===== config.mk =====
export PLATFORM = sky130hd
export DESIGN_NAME = bresenham_circle_plotter
export DESIGN_NICKNAME = d
export VERILOG_FILES = /design/src/rtl/bresenham_circle_plotter.sv
export SDC_FILE = /design/constraint.sdc
export NUM_CORES = 1
export LEC_CHECK = 0
export ABC_AREA = 1
export BUFFER_PORTS_ARGS = -buffer_cell sky130_fd_sc_hd__buf_2
export CAP_MARGIN = 10
export CORE_MARGIN = 4
export CORE_UTILIZATION = 25
export CTS_BUF_LIST = sky130_fd_sc_hd__clkbuf_8
export CTS_CLUSTER_SIZE = 24
export DETAILED_ROUTE_END_ITERATION = 16
export HOLD_SLACK_MARGIN = 0.1
export SYNTH_ARGS = -nofsm -noshare
export SYNTH_HDL_FRONTEND = slang
export SYNTH_SLANG_ARGS = --single-unit

===== constraint.sdc =====
create_clock -name clk -period 4.93 [get_ports clk]
set_input_delay 0.7395 -clock clk [delete_from_list [all_inputs] [get_ports clk]]
set_output_delay 0.7395 -clock clk [all_outputs]
set_load 0.005 [all_outputs]

===== src/rtl/bresenham_circle_plotter.sv =====
// Midpoint/Bresenham circle rasteriser: walks one octant and emits eight mirrored
// candidate pixels per step over a valid/ready stream, clipping off-screen points.
module bresenham_circle_plotter #(
  parameter int H_RES = 640,
  parameter int V_RES = 480
) (
  input  logic       clk,
  input  logic       rst,
  input  logic       start,
  input  logic [9:0] cx,
  input  logic [8:0] cy,
  input  logic [8:0] radius,
  output logic       idle,
  output logic       pix_valid,
  input  logic       pix_ready,
  output logic [9:0] pix_x,
  output logic [8:0] pix_y,
  output logic       done
);

  typedef enum logic [1:0] {IDLE, PLOT, STEP, DONE} state_t;

  localparam logic signed [11:0] H_LIM = 12'(H_RES);
  localparam logic signed [11:0] V_LIM = 12'(V_RES);

  state_t state_reg, state_next;
  logic [9:0]         cx_reg, cx_next;
  logic [8:0]         cy_reg, cy_next;
  logic signed [11:0] x_reg, x_next;
  logic signed [11:0] y_reg, y_next;
  logic signed [13:0] d_reg, d_next;
  logic [2:0]         oct_reg, oct_next;

  logic signed [11:0] cx_ext, cy_ext, a_off, b_off, cand_x, cand_y;
  logic signed [11:0] x_upd, y_upd;
  logic signed [13:0] x_ext, y_ext;
  logic               in_bounds;

  // oct[2] swaps the roles of x/y, oct[0] mirrors X, oct[1] mirrors Y.
  assign cx_ext    = {2'b00, cx_reg};
  assign cy_ext    = {3'b000, cy_reg};
  assign a_off     = oct_reg[2] ? y_reg : x_reg;
  assign b_off     = oct_reg[2] ? x_reg : y_reg;
  assign cand_x    = oct_reg[0] ? (cx_ext - a_off) : (cx_ext + a_off);
  assign cand_y    = oct_reg[1] ? (cy_ext - b_off) : (cy_ext + b_off);
  assign in_bounds = (cand_x >= 12'sd0) && (cand_x < H_LIM) &&
                     (cand_y >= 12'sd0) && (cand_y < V_LIM);

  assign x_ext = {{2{x_reg[11]}}, x_reg};
  assign y_ext = {{2{y_reg[11]}}, y_reg};

  always_ff @(posedge clk) begin
    if (!rst) begin
      state_reg <= IDLE;
      cx_reg    <= '0;
      cy_reg    <= '0;
      x_reg     <= '0;
      y_reg     <= '0;
      d_reg     <= '0;
      oct_reg   <= '0;
    end else begin
      state_reg <= state_next;
      cx_reg    <= cx_next;
      cy_reg    <= cy_next;
      x_reg     <= x_next;
      y_reg     <= y_next;
      d_reg     <= d_next;
      oct_reg   <= oct_next;
    end
  end

  always_comb begin
    state_next = state_reg;
    cx_next    = cx_reg;
    cy_next    = cy_reg;
    x_next     = x_reg;
    y_next     = y_reg;
    d_next     = d_reg;
    oct_next   = oct_reg;
    idle       = 1'b0;
    pix_valid  = 1'b0;
    pix_x      = '0;
    pix_y      = '0;
    done       = 1'b0;
    x_upd      = x_reg + 12'sd1;
    y_upd      = y_reg;

    case (state_reg)
      IDLE: begin
        idle = 1'b1;
        if (start) begin
          cx_next    = cx;
          cy_next    = cy;
          x_next     = '0;
          y_next     = {3'b000, radius};
          d_next     = 14'sd3 - $signed({4'b0000, radius, 1'b0});
          oct_next   = '0;
          state_next = PLOT;
        end
      end
      PLOT: begin
        // pix_valid depends only on registered state, never on pix_ready.
        if (in_bounds) begin
          pix_valid = 1'b1;
          pix_x     = cand_x[9:0];
          pix_y     = cand_y[8:0];
        end
        if (!in_bounds || pix_ready) begin
          oct_next = oct_reg + 3'd1;
          if (oct_reg == 3'd7)
            state_next = STEP;
        end
      end
      STEP: begin
        if (d_reg < 14'sd0) begin
          d_next = d_reg + (x_ext <<< 2) + 14'sd6;
        end else begin
          d_next = d_reg + ((x_ext - y_ext) <<< 2) + 14'sd10;
          y_upd  = y_reg - 12'sd1;
        end
        x_next     = x_upd;
        y_next     = y_upd;
        oct_next   = '0;
        state_next = (x_upd > y_upd) ? DONE : PLOT;
      end
      DONE: begin
        done       = 1'b1;
        state_next = IDLE;
      end
      default: state_next = IDLE;
    endcase
  end

endmodule


==> summary.md, run 1 <==
| Metric | Value |
|---|---|
| Hold_buf cts | `0` |
| Routability congestion estimate | `between 0.9 and 1` |
| CP max FO | `10` |
| Period utilization | `between 90% and 100%` |
| Vias/cell | `about 4.7` |
| Critical path arrival | `3880 ps` |
| Final Hold Fails | `0` |
| Die height | `~180 um` |
| Syn avg cell area | `roughly 6.3 um^2` |
| Post-synth ARST share | `0%` |
| EDFF count, synth | `0` |
| Kind of critical path | `flop to output pin` |
| Critical Path RT | `between 4000 and 5000 ps` |
| Vias | `around 7.2k` |
| Final worst slack | `roughly 310 ps` |
| Placed Area | `around 7700 um^2` |
| Leak Pwr | `about 4 nW` |
| Syn Std Cell Area | `between 7000 and 8000 um^2` |
| Drc violations | `0` |
| Area Growth Syn to Fin | `14.6%` |
| Die footprint | `31,000 um^2` |
| Final min period | `4620 ps` |
| Wire per inst | `roughly 14 um` |
| Multi-input combinational cell area | `roughly 5200 um^2` |
| Worst-Skew Late Latency | `370 ps` |
| Dominant synthesized flop cell | `dfxtp_1` |
| Yosys reg bits | `between 60 and 70` |
| Layout Nets | `approximately 1.3k` |
| Total GRT Usage | `~14%` |
| Yosys warnings | `0` |
| Most frequent cells in the layout | `nand2_1 (263), inv_1 (131), nor2_1 (119)` |
| Syn_nets | `between 1k and 1.5k` |
| Pwr Density | `about 770 nW/um^2` |
| Setup violations, final | `0` |
| Worst slack at placement | `about 420 ps` |
| Final cell count without fillers | `about 1.5k` |
| Clock Pin Slew Worst Setup and Hold Paths | `around 80 ps` |
| N_diodes | `0` |
| Status | `finished, final reports clean` |
| VDD IR max | `0.353 mV` |
| Max-cap violations | `0` |
| Drt total wl | `about 21,000 um` |
| FMAX | `around 220 MHz` |
| # rows | `61` |
| Max reg flops | `13` |
| Clk root buf | `clkbuf_8` |
| # clock sinks | `between 60 and 70` |
| CP Capture Type | `output pin` |
| Filler cells | `around 3.1k` |
| Congestion Overflow GR | `0` |
| Initial antenna violation count | `0` |
| Worst slew margin | `around half` |
| Iter 0 DRT Violations | `438` |
| Min-Delay Path Class | `flop to flop` |
| Max-slew violations | `0` |
| Core area | `roughly 28,000 um^2` |
| Largest net degree at the start of global routing | `43` |
| Chip Width | `roughly 180 um` |
| Register area | `approximately 1200 um^2` |
| Seq/Total Area, Yosys | `between 10% and 20%` |
| Startpoint types | `flop` |
| Cts bufs inserted | `9` |
| Port Buffer Count | `53` |
| Layout cells sized above 1 | `about 12%` |
| Number of global-route vias before repair | `about 6.9k` |
| I/O Pins | `54` |
| ANT nets after route | `0` |
| Initial Util | `25.4%` |
| Post-Route Skew | `16.9 ps` |
| Commonest non-fill, non-tap cell in the layout | `nand2_1` |
| CTS tree | `done` |
| H-Tree Depth | `3` |
| Slew @ Worst Pin | `slightly above 700 ps` |
| Global-route wire length before repair | `34,600 um` |
| Max Root-Sink Buffers | `2` |
| Hpwl dp | `roughly 17,000 um` |
| Count of cell types in the netlist | `42` |
| Final instance area | `8080 um^2` |
| Drt first pass iters | `6` |
| Mapped Cells | `roughly 1.1k` |
| Placed instance count | `about 1.5k` |
cell usage after synthesis (8+ instances only):
cell type | n | area (um^2)
a21oi_1 | 98 | 490
clkbuf_1 | 23 | 86.3
dfxtp_1 | 61 | 1220
ha_1 | 93 | 1160
inv_1 | 134 | 503
inv_2 | 8 | 30.0
nand2_1 | 266 | 998
nand3_1 | 46 | 230
nand4_1 | 11 | 68.8
nor2_1 | 122 | 458
nor3_1 | 12 | 60.1
o21ai_0 | 88 | 440
o21ai_2 | 13 | 114
xnor2_1 | 21 | 184
xor2_1 | 38 | 333
critical path: stages (launching register included):
cell	delay, ps
dfxtp_4	360
buf_12	130
inv_4	90
nand2_1	70
nand2_2	110
ha_4	150
nand3_4	100
o31ai_4	260
xor2_1	230
ha_1	310
inv_2	70
o21ai_1	80
a21oi_1	160
nand3_1	140
inv_1	80
nand3_1	80
nand2_1	60
nand2_1	60
nor2_2	120
nor2_1	60
nor2_2	90
nand2_1	70
nor2_2	110
nand2_2	90
buf_8	160
nor3b_2	150
buf_2	130
path summary, 6_finish.rpt:
check	startpoint	end	slack, ps	depth (start not counted)
max reg2reg	y_reg[0]	d_reg[13]	810	26
min reg2reg	cy_reg[0]	cy_reg[0]	470	2
min	cy_reg[0]	cy_reg[0]	470	2
max	oct_reg[2]	pix_x[3]	310	26
cell type report:
type	count	share of cell area, %
tap	378	5.85
inverter	143	6.70
sequential	61	15.2
timing repair buffer	69	5.28
multi-input combinational	879	64.2
clock inverter	7	1.24
clock buffer	9	1.53
layer usage:
layer	part of all wire, %	vias up	global-route usage (%)
li1	-	3775	-
met1	51	3286	20.0
met2	42	158	20.8
met3	5.9	22	2.42
met4	1.0	0	2.86
met5	0	-	0
per-stage QoR:
step                      TNS, ps  hold slack, ps  power [mW]  utilization, %
after floorplan                 0             435        4.37               -
after global placement          0             454        5.35            27.7
after detailed placement        0             462        5.40            27.7
after CTS                       0             472        5.96            28.5
after global routing        -5.95             491        6.89            29.1
final                           0             467        6.21            29.1
kinds of logic (layout without fill, tap and decap cells):
kind of cell / Yosys count / in the layout / synth area share, %
xor gates and xnor gates: 59 / 59 / 7.33
adders and majority gates: 98 / 98 / 17.9
and+or+nand+nor: 481 / 481 / 28.3
DFF: 61 / 61 / 17.3
AOI/OAI and AO/OA: 241 / 241 / 19.1
buffers and inverters: 176 / 228 / 10.0
timing repair:
item / 4_1_cts / 5_1_grt
gates resized for setup: 0 / 30
endpoints found under the setup margin: 0 / 20
setup buffers: 0 / 4
report_power, final:
group          internal (mW)  total [mW]  switching (mW)
clock network          0.286       0.540           0.253
registers              0.590       0.690          0.0994
logic                   1.87        4.98            3.11
Power figures use the tool's default switching activity.
==> run 2: changes to the inputs <==
==> constraint.sdc (replaced) <==
create_clock -name clk -period 3.7 [get_ports clk]
set_input_delay 0.555 -clock clk [delete_from_list [all_inputs] [get_ports clk]]
set_output_delay 0.555 -clock clk [all_outputs]
set_load 0.005 [all_outputs]
==> run 2 against run 1 <==
Against the previous run:
- the flow now finishes with violations (setup timing)
- flip-flop and latch count stayed put
- non-clock buffer count is 131 higher
- critical path type unchanged
- highest routed layer unchanged
- largest cell class unchanged
- first-iteration DRC count is 5.5% lower
- count of clock-buffer cells in the layout is 1 higher
- final cell count is 8.4% higher
==> summary.md, run 2 (same netlist as run 1, synthesis figures left out) <==
| Metric | Value |
|---|---|
| VDD IR max | `0.562 mV (+59%)` |
| Core area | `27,800 um^2 (unchanged)` |
| Status | `finished with violations` |
| Clk root buf | `clkbuf_8` |
| Congestion Overflow GR | `0 (unchanged)` |
| Max reg flops | `13 (unchanged)` |
| Max-cap violations | `0 (unchanged)` |
| R2r startpoint | `x_reg[0]` |
| Final instance area | `9510 um^2 (+18%)` |
| Hold_buf cts | `0 (unchanged)` |
| Kind of critical path | `flop to output pin` |
| Final min period | `approximately 4500 ps` |
| Global-route wire length before repair | `35,900 um (+3.8%)` |
| R2r setup slk | `-70 ps (-880 ps)` |
| Critical Path RT | `3140 ps (-1050 ps)` |
| Chip Width | `176 um (unchanged)` |
| # clock sinks | `61 (unchanged)` |
| Slew @ Worst Pin | `716 ps (-9.08 ps)` |
| Port Buffer Count | `53 (unchanged)` |
| I/O Pins | `54 (unchanged)` |
| Multi-input combinational cell area | `5630 um^2 (+8.5%)` |
| Worst Hold Path EP | `cy_reg[2]` |
| Critical path arrival | `3900 ps (+20 ps)` |
| Cts bufs inserted | `9 (unchanged)` |
| Worst Hold Launch | `cy[2]` |
| Hold path cells | `3 (+1)` |
| Register area | `1230 um^2 (+0.31%)` |
| Total GRT Usage | `14.2% (+0.57 points)` |
| FMAX | `around 220 MHz` |
| Drt total wl | `22,800 um (+6.8%)` |
| CP max FO | `8 (-2)` |
| Filler cells | `3,039 (-3.1%)` |
| Routability congestion estimate | `0.851 (-6.3%)` |
| Die footprint | `31,000 um^2 (unchanged)` |
| Period utilization | `120%` |
| Largest net degree at the start of global routing | `43 (unchanged)` |
| # rows | `61 (unchanged)` |
| Startpoint types | `flop` |
| Hpwl dp | `17,300 um (+4.6%)` |
| Iter 0 DRT Violations | `414 (-5.5%)` |
| Vias/cell | `4.66 (-0.61%)` |
| CP Capture Type | `output pin` |
| Wire per inst | `13.6 um (-1.5%)` |
| Clock Pin Slew Worst Setup and Hold Paths | `80 ps (about the same)` |
| Vias | `7,802 (+7.7%)` |
| Total chip power | `11.0 mW (+77%)` |
| Max-slew violations | `0 (unchanged)` |
| Drt first pass iters | `5 (-1)` |
| CTS tree | `done` |
| Layout cells sized above 1 | `26.9% (+15 points)` |
| Die height | `176 um (unchanged)` |
| Worst-Skew Late Latency | `390 ps (+20 ps)` |
| Failing checks | `setup timing` |
| Drc violations | `0 (unchanged)` |
| Initial antenna violation count | `0 (unchanged)` |
| Leak Pwr | `4.70 nW (+18%)` |
| Initial Util | `25.4% (unchanged)` |
| Worst slew margin | `51.9% (+0.61 points)` |
| Layout Nets | `1,424 (+10%)` |
| Most frequent cells in the layout | `nand2_1 (246), buf_4 (141), inv_1 (130)` |
| Min-Delay Path Class | `primary input to flop` |
| Final worst slack | `-751 ps (-1060 ps)` |
| Worst R2R Path Depth | `24 (-7.7%)` |
| Reg2reg end | `d_reg[13]` |
| Number of global-route vias before repair | `7,353 (+6.1%)` |
| ANT nets after route | `0 (unchanged)` |
| Area Growth Syn to Fin | `34.9%` |
| Pwr Density | `1150 nW/um^2 (+50%)` |
| RSZ-0062 raised after global routing | `true` |
| Commonest non-fill, non-tap cell in the layout | `nand2_1` |
| N_diodes | `0 (unchanged)` |
| Placed Area | `8650 um^2 (+12%)` |
| Post-Route Skew | `14.8 ps (-2.14 ps)` |
| Final Hold Fails | `0 (unchanged)` |
| Setup violations, final | `21 (+21)` |
| H-Tree Depth | `3 (unchanged)` |
| Max Root-Sink Buffers | `2 (unchanged)` |
## run 2: cell count changes in the layout (fill, tap and decap cells not counted), sizes merged
cell | previous run | this run
bufinv | 2 | 0
clkinvlp | 3 | 2
buf | 67 | 197
inv | 142 | 143
clkbuf | 11 | 13
## run 2: how the worst max path moves through the flow
stage / cells after the start / end / start / slack (ps)
after CTS: 27 / pix_x[9] / oct_reg[2] / -690
after floorplan: 24 / pix_x[3] / oct_reg[2] / 40
after global routing: 25 / pix_x[9] / oct_reg[2] / -990
after global placement: 23 / pix_x[9] / oct_reg[2] / -330
after detailed placement: 23 / pix_x[9] / oct_reg[2] / -360
final: 23 / pix_x[9] / oct_reg[2] / -750
## run 2: power by group
part | switching, mW | internal (mW) | leakage (nW)
clock | 0.318 | 0.253 | 0.0853
sequential | 0.122 | 0.789 | 0.504
combinational | 4.99 | 4.51 | 4.11
## run 2: critical path, cell delays in order, from the launching register on
cell and delay, ps:
dfxtp_4 370, clkbuf_16 160, o21ai_4 200, nand2_1 90
nor2_1 90, nand3_1 130, nor2_2 170, nor2_1 80
xor2_1 180, ha_1 340, a21oi_1 140, o21a_1 140
nand2_1 90, xnor2_2 160, nand2_1 80, nand2_1 80
nand3_1 100, nor2_2 150, inv_2 50, nor2_4 120
nand2_4 90, buf_12 160, nor3_4 180, buf_2 150
## run 2: stage by stage
step	setup TNS [ps]	setup WS [ps]	utilization, %	std cells	hold slack (ps)
4_1_cts	-11980	-685	32.0	1662	414
2_1_floorplan	0	42.2	-	1116	435
5_1_grt	-18440	-992	34.2	1676	437
3_3_place_gp	-4730	-328	31.1	1646	449
3_5_place_dp	-5820	-361	31.1	1646	469
6_report	-13190	-751	34.2	1676	430
## run 2: area by class of cell
| type | instances | share of cell area [%] |
|---|---|---|
| Clock buffer | 10 | 1.45 |
| Clock inverter | 5 | 0.303 |
| Inverter | 143 | 5.72 |
| Multi-Input combinational cell | 879 | 59.2 |
| Sequential cell | 61 | 12.9 |
| Tap cell | 378 | 4.97 |
| Timing Repair Buffer | 200 | 15.4 |
## run 2: timing repair
item,in CTS,in global routing
setup endpoints to repair,23,28
gates resized for setup,19,117
pin swaps,5,48
hold endpoints to repair,0,0
setup buffers,1,11
gates cloned,0,3
## run 2: per-layer routing
layer  track usage (%)  share of wire, %  vias up
met5                 0                 0        -
met4              2.89               1.2        0
met3              3.06               4.9       22
met2              22.3                45      168
met1              20.0                49     3574
li1                  -                 -     4038
